[config.mk]
export PLATFORM = sky130hd
export DESIGN_NAME = maxnet_controller
export DESIGN_NICKNAME = d
export VERILOG_FILES = /design/src/rtl/maxnet_pkg.sv /design/src/rtl/maxnet_latency_counter.sv /design/src/rtl/maxnet_controller.sv
export SDC_FILE = /design/constraint.sdc
export NUM_CORES = 1
export LEC_CHECK = 0
export CORE_AREA = 2 2 48 50
export DETAILED_ROUTE_END_ITERATION = 8
export DIE_AREA = 0 0 50 52
export PLACE_DENSITY_LB_ADDON = 0.05
export SLEW_MARGIN = 30
export SYNTH_ARGS = -nofsm -noshare
export SYNTH_HDL_FRONTEND = slang
export SYNTH_SLANG_ARGS = --single-unit
[constraint.sdc]
create_clock -name clk -period 2.6 [get_ports clk]
set_input_delay 0.39 -clock clk [delete_from_list [all_inputs] [get_ports clk]]
set_output_delay 0.39 -clock clk [all_outputs]
set_load 0.01 [all_outputs]
[src/rtl/maxnet_pkg.sv]
// Shared constants and state encoding for the MAXNET winner-take-all controller.
package maxnet_pkg;

  // Defaults shared with the datapath wrapper and the bench
  localparam int unsigned DEF_PU_LATENCY = 1;
  localparam int unsigned DEF_MAX_ITER   = 64;
  localparam int unsigned DEF_ITER_W     = 7;

  // Width of the PU latency down-counter (PU_LATENCY range 0..15)
  localparam int unsigned LAT_W = 4;

  // Sequencer states, 3-bit encoding
  typedef enum logic [2:0] {
    S_IDLE = 3'd0,
    S_INIT = 3'd1,
    S_LOAD = 3'd2,
    S_WAIT = 3'd3,
    S_EVAL = 3'd4,
    S_DONE = 3'd5
  } state_t;

endpackage

[src/rtl/maxnet_latency_counter.sv]
// Loadable 4-bit down-counter with zero flag; times the PU pipeline wait.
module latency_counter
  import maxnet_pkg::*;
(
  input  logic             clk,
  input  logic             rst_n,
  input  logic             load,
  input  logic             dec,
  input  logic [LAT_W-1:0] load_val,
  output logic [LAT_W-1:0] count,
  output logic             zero
);

  logic [LAT_W-1:0] count_q;
  logic [LAT_W-1:0] count_d;

  // Load has priority; decrement stops at zero so the counter never wraps
  always_comb begin
    count_d = count_q;
    if (load) begin
      count_d = load_val;
    end else if (dec && (count_q != '0)) begin
      count_d = count_q - LAT_W'(1);
    end
  end

  // Counter register
  always_ff @(posedge clk or negedge rst_n) begin
    if (!rst_n) begin
      count_q <= '0;
    end else begin
      count_q <= count_d;
    end
  end

  assign count = count_q;
  assign zero  = (count_q == '0);

endmodule

[src/rtl/maxnet_controller.sv]
// Sequencing FSM for the 4-neuron MAXNET datapath: memory init, initial X load,
// repeated PU-feedback loads separated by the PU latency, stop on winner or budget.
module maxnet_controller
  import maxnet_pkg::*;
#(
  parameter int unsigned PU_LATENCY = DEF_PU_LATENCY,
  parameter int unsigned MAX_ITER   = DEF_MAX_ITER,
  parameter int unsigned ITER_W     = DEF_ITER_W
) (
  input  logic              clk,
  input  logic              rst_n,
  input  logic              start,
  input  logic              is_finished,
  output logic              init_x,
  output logic              init_w,
  output logic              load_a,
  output logic              load_sel,
  output logic              busy,
  output logic              done,
  output logic              timeout,
  output logic [ITER_W-1:0] iter_count
);

  localparam logic [LAT_W-1:0]  LAT_LOAD = LAT_W'(PU_LATENCY);
  localparam logic [ITER_W-1:0] ITER_MAX = ITER_W'(MAX_ITER);
  localparam bit                NO_WAIT  = (PU_LATENCY == 0);

  state_t            state_q, state_d;
  logic              timeout_q, timeout_d;
  logic [ITER_W-1:0] iter_q, iter_d;

  logic              lat_load;
  logic              lat_dec;
  logic [LAT_W-1:0]  lat_cnt;
  logic              lat_zero;
  logic              lat_last;
  logic              at_max;
  logic              feedback;

  latency_counter u_lat (
    .clk      (clk),
    .rst_n    (rst_n),
    .load     (lat_load),
    .dec      (lat_dec),
    .load_val (LAT_LOAD),
    .count    (lat_cnt),
    .zero     (lat_zero)
  );

  // The zero term only guards against a stuck WAIT; in normal operation the
  // counter leaves WAIT on its last count of one.
  assign lat_last = (lat_cnt == LAT_W'(1)) || lat_zero;
  assign at_max   = (iter_q == ITER_MAX);
  // A feedback load happens in EVAL when there is no winner yet and budget remains
  assign feedback = (state_q == S_EVAL) && !is_finished && !at_max;

  // Next-state, iteration counter and timeout flag
  always_comb begin
    state_d   = state_q;
    timeout_d = timeout_q;
    iter_d    = iter_q;
    lat_load  = 1'b0;
    lat_dec   = 1'b0;
    case (state_q)
      S_IDLE: begin
        if (start) begin
          state_d   = S_INIT;
          timeout_d = 1'b0;
          iter_d    = '0;
        end
      end
      S_INIT: begin
        state_d = S_LOAD;
      end
      S_LOAD: begin
        lat_load = 1'b1;
        state_d  = NO_WAIT ? S_EVAL : S_WAIT;
      end
      S_WAIT: begin
        lat_dec = 1'b1;
        if (lat_last) begin
          state_d = S_EVAL;
        end
      end
      S_EVAL: begin
        if (is_finished) begin
          state_d = S_DONE;
        end else if (at_max) begin
          state_d   = S_DONE;
          timeout_d = 1'b1;
        end else begin
          iter_d   = iter_q + ITER_W'(1);
          lat_load = 1'b1;
          state_d  = NO_WAIT ? S_EVAL : S_WAIT;
        end
      end
      S_DONE: begin
        state_d = S_IDLE;
      end
      default: begin
        state_d = S_IDLE;
      end
    endcase
  end

  // State, iteration and timeout registers
  always_ff @(posedge clk or negedge rst_n) begin
    if (!rst_n) begin
      state_q   <= S_IDLE;
      timeout_q <= 1'b0;
      iter_q    <= '0;
    end else begin
      state_q   <= state_d;
      timeout_q <= timeout_d;
      iter_q    <= iter_d;
    end
  end

  // Outputs decode from the registered state; the EVAL load is additionally
  // gated by the winner/budget decision so PU_LATENCY=0 can load every cycle.
  assign init_x     = (state_q == S_INIT);
  assign init_w     = (state_q == S_INIT);
  assign load_a     = (state_q == S_LOAD) || feedback;
  assign load_sel   = (state_q == S_LOAD);
  assign busy       = (state_q != S_IDLE);
  assign done       = (state_q == S_DONE);
  assign timeout    = timeout_q;
  assign iter_count = iter_q;

endmodule

Yosys cells after proc, flatten, opt, wreduce, memory -nomap -nowiden:

Cells that the tools add are included.

* bits in registers: 15
* bits in latches: 0
* memory bits (writable): 0
* ROM bits: 0
* input bits: 4
* output and inout port bits: 14
* memories: 0

* add/subtract/negate cells: 2
* multipliers: 0
* div/mod/pow operators: 0
* $lt $le $gt $ge: 0
* eq/ne operators: 12
* shifts and indexed selects: 0
* multiplexer cells: 19
* bitwise gates (word level): 0
* reductions and logical operators: 16

Operators with widths (count)
* $mux 7: 3
* $pmux 3 s5: 1
* $pmux 7 s2: 1
* $mux 3: 4
* $ne 2x2->1 const B: 5
* $mux 4: 2
* $reduce_and 4->1: 2
* $add 7x1->7 const B: 1
* $eq 7x7->1 const B: 1
* $eq 3x2->1 const B: 2
* $eq 3x3->1 const B: 2
* $mux 1: 6
* $eq 4x1->1 const B: 1
* $logic_not 4->1: 1
* $pmux 1 s2: 2
* $reduce_bool 2->1: 2
* $reduce_bool 4->1: 1
* $sub 4x1->4 const B: 1
* $eq 3x1->1 const B: 1
* $logic_and 1x1->1: 3
* $logic_not 3->1: 1
* $reduce_bool 3->1: 1
* $logic_not 1->1: 2
* $logic_or 1x1->1: 2
* $reduce_and 2->1: 1

Longest topological paths before layout:

Gate-level depths: netlist (run 1).

* word-level depth: 5
* gate-level depth with buffers: 6
* gate-level depth less buffers: 6

Cells and area by module:

A second synthesis (run 1) with hierarchy kept.

* cells, all modules: 110
* area, all modules: 991.0 um2

By module, submodules not included
* maxnet_controller: times used 1, cells each 83, area each 720.7 um2, sequential area each 275.3 um2
* latency_counter: times used 1, cells each 27, area each 270.3 um2, sequential area each 100.1 um2

Worst setup path after synthesis (run 1):

OpenSTA, ideal clock, no wires.

* kind: flip-flop to flip-flop
* start: register iter_q[0], in the netlist iter_count[0]
* end: register state_q[1]
* setup time: 131 ps
* arrival: 1803 ps
* path slack: 666 ps
* stages on the path, launching flop included: 7
* clock period less this slack: 1934 ps
* path through: dfrtp_1 -> inv_1 -> ha_1 -> nor4bb_2 -> a21oi_2 -> a31o_1 -> or3_1

* word-level cells in the longest chain between the ends: 4

Ends and longest elaborated chain
* from (decl): RTL line maxnet_controller.sv:30 `logic [ITER_W-1:0] iter_q, iter_d;`
* from (signal assigned): RTL line maxnet_controller.sv:115 `iter_q <= iter_d;`
* $eq 7x7->1: RTL line maxnet_controller.sv:53 `assign at_max = (iter_q == ITER_MAX);`
* $mux 3: RTL line maxnet_controller.sv:88 `end else if (at_max) begin`
* $mux 3: RTL line maxnet_controller.sv:86 `if (is_finished) begin`
* $pmux 3 s5: RTL line maxnet_controller.sv:64 `case (state_q)`
* to (signal assigned): RTL line maxnet_controller.sv:113 `state_q <= state_d;`
* to (decl): RTL line maxnet_controller.sv:28 `state_t state_q, state_d;`

No other way between the ends.
A chain may end at the register's enable or synchronous reset.

Final worst setup path (run 1):

* start: register iter_q[0], in the netlist iter_count[0]
* end: output load_a

* word-level cells in the longest chain between the ends: 4

Ends and longest elaborated chain
* $eq 7x7->1: RTL line maxnet_controller.sv:53
* $logic_not 1->1: RTL line maxnet_controller.sv:55 `assign feedback = (state_q == S_EVAL) && !is_finished && !at_max;`
* $logic_and 1x1->1: RTL line maxnet_controller.sv:55
* $logic_or 1x1->1: RTL line maxnet_controller.sv:123 `assign load_a = (state_q == S_LOAD) || feedback;`
* to (decl): RTL line maxnet_controller.sv:16 `output logic load_a,`

No other way between the ends.

==> results of run 1 <==
==> final cells by class <==
| cell class | instances | share of cell area, % |
|---|---|---|
| multi-input cells | 73 | 43.14 |
| flip-flops and latches | 15 | 32.93 |
| repair buffers | 20 | 16.79 |
| well taps | 28 | 3.074 |
| clock buffers | 3 | 1.976 |
| inverters | 5 | 1.647 |
| clock inverters | 1 | 0.4391 |
==> critical path, stage by stage, from the launching register on <==
cell and delay, ps:
dfrtp_1 450, inv_1 80, ha_1 140, nor4bb_4 350, a21oi_2 110, a31o_1 290, dlygate4sd2_1 310
==> power groups by stage <==
| stage | sequential [mW] | clock, mW | combinational, mW |
|---|---|---|---|
| floorplan | 0.385 | 0 | 0.379 |
| global placement | 0.431 | 0 | 0.566 |
| detailed placement | 0.435 | 0 | 0.574 |
| CTS | 0.434 | 0.142 | 0.581 |
| global route | 0.451 | 0.149 | 0.640 |
| finish | 0.434 | 0.140 | 0.573 |
==> routing by layer <==
layer,vias to the layer above,global-route usage (%)
met5,-,0
met4,0,9.722
met3,5,2.586
met2,14,28.07
met1,357,24.32
li1,391,-
==> timing repair <==
| item | 4_1_cts | 5_1_grt |
|---|---|---|
| endpoints found under the setup margin | 1 | 0 |
| hold buffers | 0 | 0 |
| resized for setup | 2 | 0 |
| endpoints found under the hold margin | 0 | 0 |
==> cells in the final DEF, fill, tap and decap left out, types with 2 or more instances in the layout <==
| cell type | count |
|---|---|
| a211oi_1 | 2 |
| a21oi_1 | 8 |
| a31oi_1 | 2 |
| buf_4 | 3 |
| clkbuf_4 | 3 |
| clkdlybuf4s50_1 | 16 |
| dfrtp_1 | 15 |
| ha_1 | 4 |
| inv_1 | 5 |
| nand2_1 | 7 |
| nand3b_1 | 3 |
| nand4_1 | 3 |
| nor2_1 | 8 |
| nor3_1 | 2 |
| nor3b_1 | 4 |
| o21ai_0 | 5 |
| or3_1 | 6 |
| xnor2_1 | 3 |
==> how the worst max path moves through the flow <==
stage                                    startpoint                endpoint  slack (ps)  depth (start not counted)
after CTS                 iter_count[0]$_DFFE_PN0P_                  load_a         170                          6
after global routing      iter_count[0]$_DFFE_PN0P_                  load_a          30                          6
after detailed placement  iter_count[0]$_DFFE_PN0P_                  load_a         250                          6
after global placement    iter_count[0]$_DFFE_PN0P_                  load_a         280                          6
final                     iter_count[0]$_DFFE_PN0P_                  load_a         180                          6
after floorplan           iter_count[0]$_DFFE_PN0P_  state_q[1]$_DFFE_PN0P_         670                          6
==> state kept, by name (all words and copies together), names as in the netlist <==
name         cells
state_q          3
u_lat.count      4
timeout          1
iter_count       7
==> through the flow <==
stage / hold WS [ps] / util (%)
global route: 580.7 / 54.13
detailed placement: 561.0 / 52.47
finish: 502.5 / 54.13
floorplan: 94.41 / -
global placement: 552.7 / 52.47
CTS: 536.4 / 54.13
==> cell families (layout without fill, tap and decap cells) <==
kind of cell | Yosys count | count (layout) | synth area share [%]
DFF | 15 | 15 | 41.78
and+or+nand+nor | 40 | 40 | 26.33
adders and majority gates | 4 | 4 | 5.571
buffers and inverters | 9 | 29 | 4.457
AOI/OAI and AO/OA | 25 | 25 | 17.69
xor gates and xnor gates | 3 | 3 | 2.925
muxes | 1 | 1 | 1.253
==> results.json, run 1 <==
{
  "status": "complete, no violations",
  "grt_max_degree": 16,
  "leakagePower_nw": 0.4619,
  "met1_length_um": 1017,
  "pre_cts_ws_ps": 245.7,
  "place_inst": 141,
  "finalCritPeriodShare_pct": 93.12,
  "drive_gt1_share_pct": 9.402,
  "comb_power_share_pct": 49.9,
  "synth_seq_cells": 15,
  "synth_ff_type": "dfrtp_1",
  "fin_skew_ps": 4.981,
  "die_w_um": 50,
  "fmax_mhz": 413.0,
  "synth_edf_count": 0,
  "synth_area_leaders": "dfrtp_1, ha_1, a21oi_1",
  "final_max_slew_viol_count": 0,
  "cts-buffers-inserted": 3,
  "drv_cap": 0,
  "min_period_ps": 2421,
  "place_area_um2": 1105,
  "portBuffers": 17,
  "grt_overflow": 0,
  "coreArea_um2": 2106,
  "critPathMaxFanout": 7,
  "p_switching_mw": 0.4767,
  "finalPower_mw": 1.147,
  "drtIter0Drc": 4,
  "worstMarginPinSlew_ps": 691.8,
  "clock_latency_ps": 290,
  "synthTopCellsByCount": "dfrtp_1, a21oi_1, nor2_1",
  "area_delta_synth_final_pct": 26.88,
  "fillers": 194,
  "start_kind": "flop",
  "cts_buffer_depth": 2,
  "yosys.area.top_type": "dfrtp_1",
  "syn-cell-area_um2": 898.4,
  "htree_num_levels": 1,
  "wl_per_cell_um": 13.81,
  "die-height_um": 52,
  "antenna_found_initial": 0,
  "critPathKind": "reg2out",
  "layout_setup_ws_ps": 178.9,
  "yosysSeqAreaShare_pct": 41.78,
  "cts_num_sinks": 15,
  "hold_viol": 0,
  "drcViolationCount": 0,
  "clock-root-buffer": "clkbuf_4",
  "ios": 18,
  "synth_nets": 105,
  "finalNonFillerCells": 145,
  "post-cts-setup-buffers": 0,
  "r2r_start": "iter_count[0]$_DFFE_PN0P_",
  "min_path_type": "in2async",
  "switching_share_pct": 41.55,
  "grt_pass1_vias": 777,
  "reg2regPathDepth": 6,
  "top_layer_used": "met4",
  "required_ps": 2210,
  "cts_tree": "yes",
  "dieArea_um2": 2600,
  "synth.distinct_cells": 34,
  "start_util_pct": 42.66,
  "detailroute.via_count": 767,
  "yosys_warnings": 0,
  "hpwl_um": 1526,
  "avgSynthCellArea_um2": 9.261,
  "viasPerCell": 5.290,
  "synthArstFlopShare_pct": 100.0,
  "met2_wirelength_um": 902,
  "path_clk_slew_ps": 100,
  "ant_nets": 0,
  "final-seq-area_um2": 375.4,
  "route.met3.wl_um": 40,
  "cp.arrival_ps": 2030,
  "gp_congestion": 0.7264,
  "timing.slew.headroom_pct": 53.73,
  "setup.worst_path.end_class": "output port",
  "drt-pass1-iter-count": 4,
  "p_int_mw": 0.6706,
  "std_cell_rows": 17,
  "setup_viol": 0,
  "antenna_cells": 0,
  "synthCells": 97,
  "rsz0062_at_grt": "no",
  "grt_pass1_wl_um": 3532,
  "r2r_end": "iter_count[6]$_DFFE_PN0P_",
  "nets": 126,
  "yosysMostFrequentCell": "dfrtp_1",
  "yosysTopAreaCellShare_pct": 41.78,
  "reg2reg_slack_ps": 600,
  "pwr_density_cell_nw_per_um2": 1007,
  "routed_wl_um": 2002,
  "track_usage_pct": 18.12,
  "vdd_drop_max_mv": 0.5497,
  "multiInputGateArea_um2": 491.7,
  "final_area_um2": 1140,
  "fin_setup_tns_ps": 0,
  "clkPwrFrac_pct": 12.2,
  "seq_power_share_pct": 37.8
}
No activity file was read; power rests on OpenSTA's default activity.
==> inputs of run 2 (changes only) <==
--- a/config.mk
+++ b/config.mk
@@ -9,6 +9,7 @@
 export DETAILED_ROUTE_END_ITERATION = 8
 export DIE_AREA = 0 0 50 52
 export PLACE_DENSITY_LB_ADDON = 0.05
+export SETUP_SLACK_MARGIN = 0.4
 export SLEW_MARGIN = 30
 export SYNTH_ARGS = -nofsm -noshare
 export SYNTH_HDL_FRONTEND = slang
==> results.json, run 2 (same netlist as run 1, synthesis figures left out) <==
{
  "status": "complete, no violations",
  "finalCritPeriodShare_pct": 83.22,
  "critPathKind": "reg2out",
  "grt_max_degree": 16,
  "worst-path-buf-inv": 2,
  "required_ps": 2210,
  "fmax_mhz": 462.2,
  "cp.arrival_ps": 1770,
  "fin_skew_ps": 2.505,
  "multiInputGateArea_um2": 510.5,
  "htree_num_levels": 1,
  "grt_overflow": 0,
  "pwr_density_cell_nw_per_um2": 1007,
  "finalCoreUtilization_pct": 56.57,
  "viasPerCell": 5.399,
  "clock-root-buffer": "clkbuf_4",
  "area_delta_synth_final_pct": 32.59,
  "gp_congestion": 0.7264,
  "critPathMaxFanout": 6,
  "ant_nets": 0,
  "track_usage_pct": 18.68,
  "setup_viol": 0,
  "ios": 18,
  "rsz0062_at_grt": "yes",
  "path_cells": "inv_1 > ha_1 > nor4bb_4 > a21oi_2 > a31o_4 > clkdlybuf4s15_1",
  "start_util_pct": 42.66,
  "final-seq-area_um2": 379.1,
  "min_path_type": "in2async",
  "detailroute.via_count": 799,
  "cp_top_family": "flip-flops",
  "setup.worst_path.end_class": "output port",
  "dieArea_um2": 2600,
  "ctsHoldBuffers": 0,
  "final_max_slew_viol_count": 0,
  "place_area_um2": 1105,
  "cp_slowest_cell": "dfrtp_2",
  "nets": 129,
  "fin_setup_tns_ps": 0,
  "drt-pass1-iter-count": 4,
  "critPathMaxStageDelay_ps": 430,
  "cts-buffers-inserted": 3,
  "final_cell_mix": "clkdlybuf4s50_1, dfrtp_1, nor2_1, a21oi_1, nand2_1",
  "worstMarginPinSlew_ps": 677.5,
  "grt_pass1_wl_um": 3650,
  "antenna_cells": 0,
  "hpwl_um": 1526,
  "pre_cts_ws_ps": 245.7,
  "routed_wl_um": 2140,
  "cts_buffer_depth": 2,
  "finalPower_mw": 1.199,
  "leakagePower_nw": 0.5083,
  "die-height_um": 52,
  "drive_gt1_share_pct": 16.67,
  "vdd_drop_max_mv": 0.6830,
  "drcViolationCount": 0,
  "grt_pass1_vias": 801,
  "start_kind": "flop",
  "clock_latency_ps": 290,
  "std_cell_rows": 17,
  "largest_register_ffs": 7,
  "hold_viol": 0,
  "antenna_found_initial": 0,
  "drtIter0Drc": 6,
  "final_common_cell": "clkdlybuf4s50_1",
  "cts_tree": "yes",
  "cts_num_sinks": 15,
  "coreArea_um2": 2106,
  "portBuffers": 17,
  "min_period_ps": 2164,
  "final_area_um2": 1191,
  "path_clk_slew_ps": 90,
  "fillers": 192,
  "wl_per_cell_um": 14.46,
  "timing.slew.headroom_pct": 54.69,
  "layout_setup_ws_ps": 436.3,
  "drv_cap": 0,
  "die_w_um": 50
}
run 2: cell types whose count changed in the layout (fill, tap and decap cells not counted), moves of 2 or more:
cell	previous run	this run
buf_4	3	6
dfrtp_1	15	12
dfrtp_2	0	3
clkdlybuf4s50_1	16	14
nor3b_1	4	2
dlymetal6s2s_1	0	2
nor3b_2	0	2
run 2: worst reg2reg max path: cells and delay by family, from the launching register on:
kind                       cells  cell delay, ps
buffers and inverters          2             200
AOI/OAI and AO/OA              2             500
adders and majority gates      1             180
and+or+nand+nor                2             680
DFF                            1             390
run 2: final timing paths:
check / slack, ps / endpoint / from / cells past startpoint
min in group clk: 570 / iter_count[1]$_DFFE_PN0P_ / iter_count[1]$_DFFE_PN0P_ / 2
worst min-delay path: 500 / iter_count[6]$_DFFE_PN0P_ / rst_n / 1
worst min register to register: 570 / iter_count[1]$_DFFE_PN0P_ / iter_count[1]$_DFFE_PN0P_ / 2
worst max-delay path: 440 / load_a / iter_count[1]$_DFFE_PN0P_ / 6
max in group asynchronous: 1630 / state_q[1]$_DFFE_PN0P_ / rst_n / 1
worst max register to register: 590 / iter_count[6]$_DFFE_PN0P_ / iter_count[1]$_DFFE_PN0P_ / 7
run 2: cell type report:
| class | instances | share of cell area [%] |
|---|---|---|
| clock buffer | 3 | 1.891 |
| timing repair buffer | 23 | 18.49 |
| tap | 28 | 2.941 |
| clock inverter | 1 | 0.4202 |
| inverter | 5 | 1.576 |
| sequential | 15 | 31.83 |
| multi-input combinational | 73 | 42.86 |
run 2: layer usage:
metal | vias to the layer above | share of wire, % | global-route usage, % | routed length, um
met4 | 0 | 2.5 | 11.11 | 53
met5 | - | 0 | 0 | 0
met3 | 7 | 2.5 | 2.874 | 53
met1 | 379 | 47 | 24.50 | 1006
li1 | 397 | - | - | -
met2 | 16 | 48 | 28.95 | 1027
run 2: repair_timing:
action / in CTS / in global routing
pin swaps: 2 / 1
setup endpoints to repair: 3 / 5
setup buffers: 2 / 1
gates resized for setup: 6 / 5
run 2: power breakdown:
part           internal, mW  switching (mW)  leakage (nW)
Sequential            0.310           0.123         0.193
Combinational         0.339           0.289         0.298
Clock                0.0573          0.0808        0.0177
Total                 0.706           0.493         0.508
run 2: through the flow:
step,std cells,hold WS [ps]
final,148,500.7
after global routing,148,580.5
after CTS,147,536.2
after detailed placement,141,561.0
after global placement,141,552.7
after floorplan,97,94.41
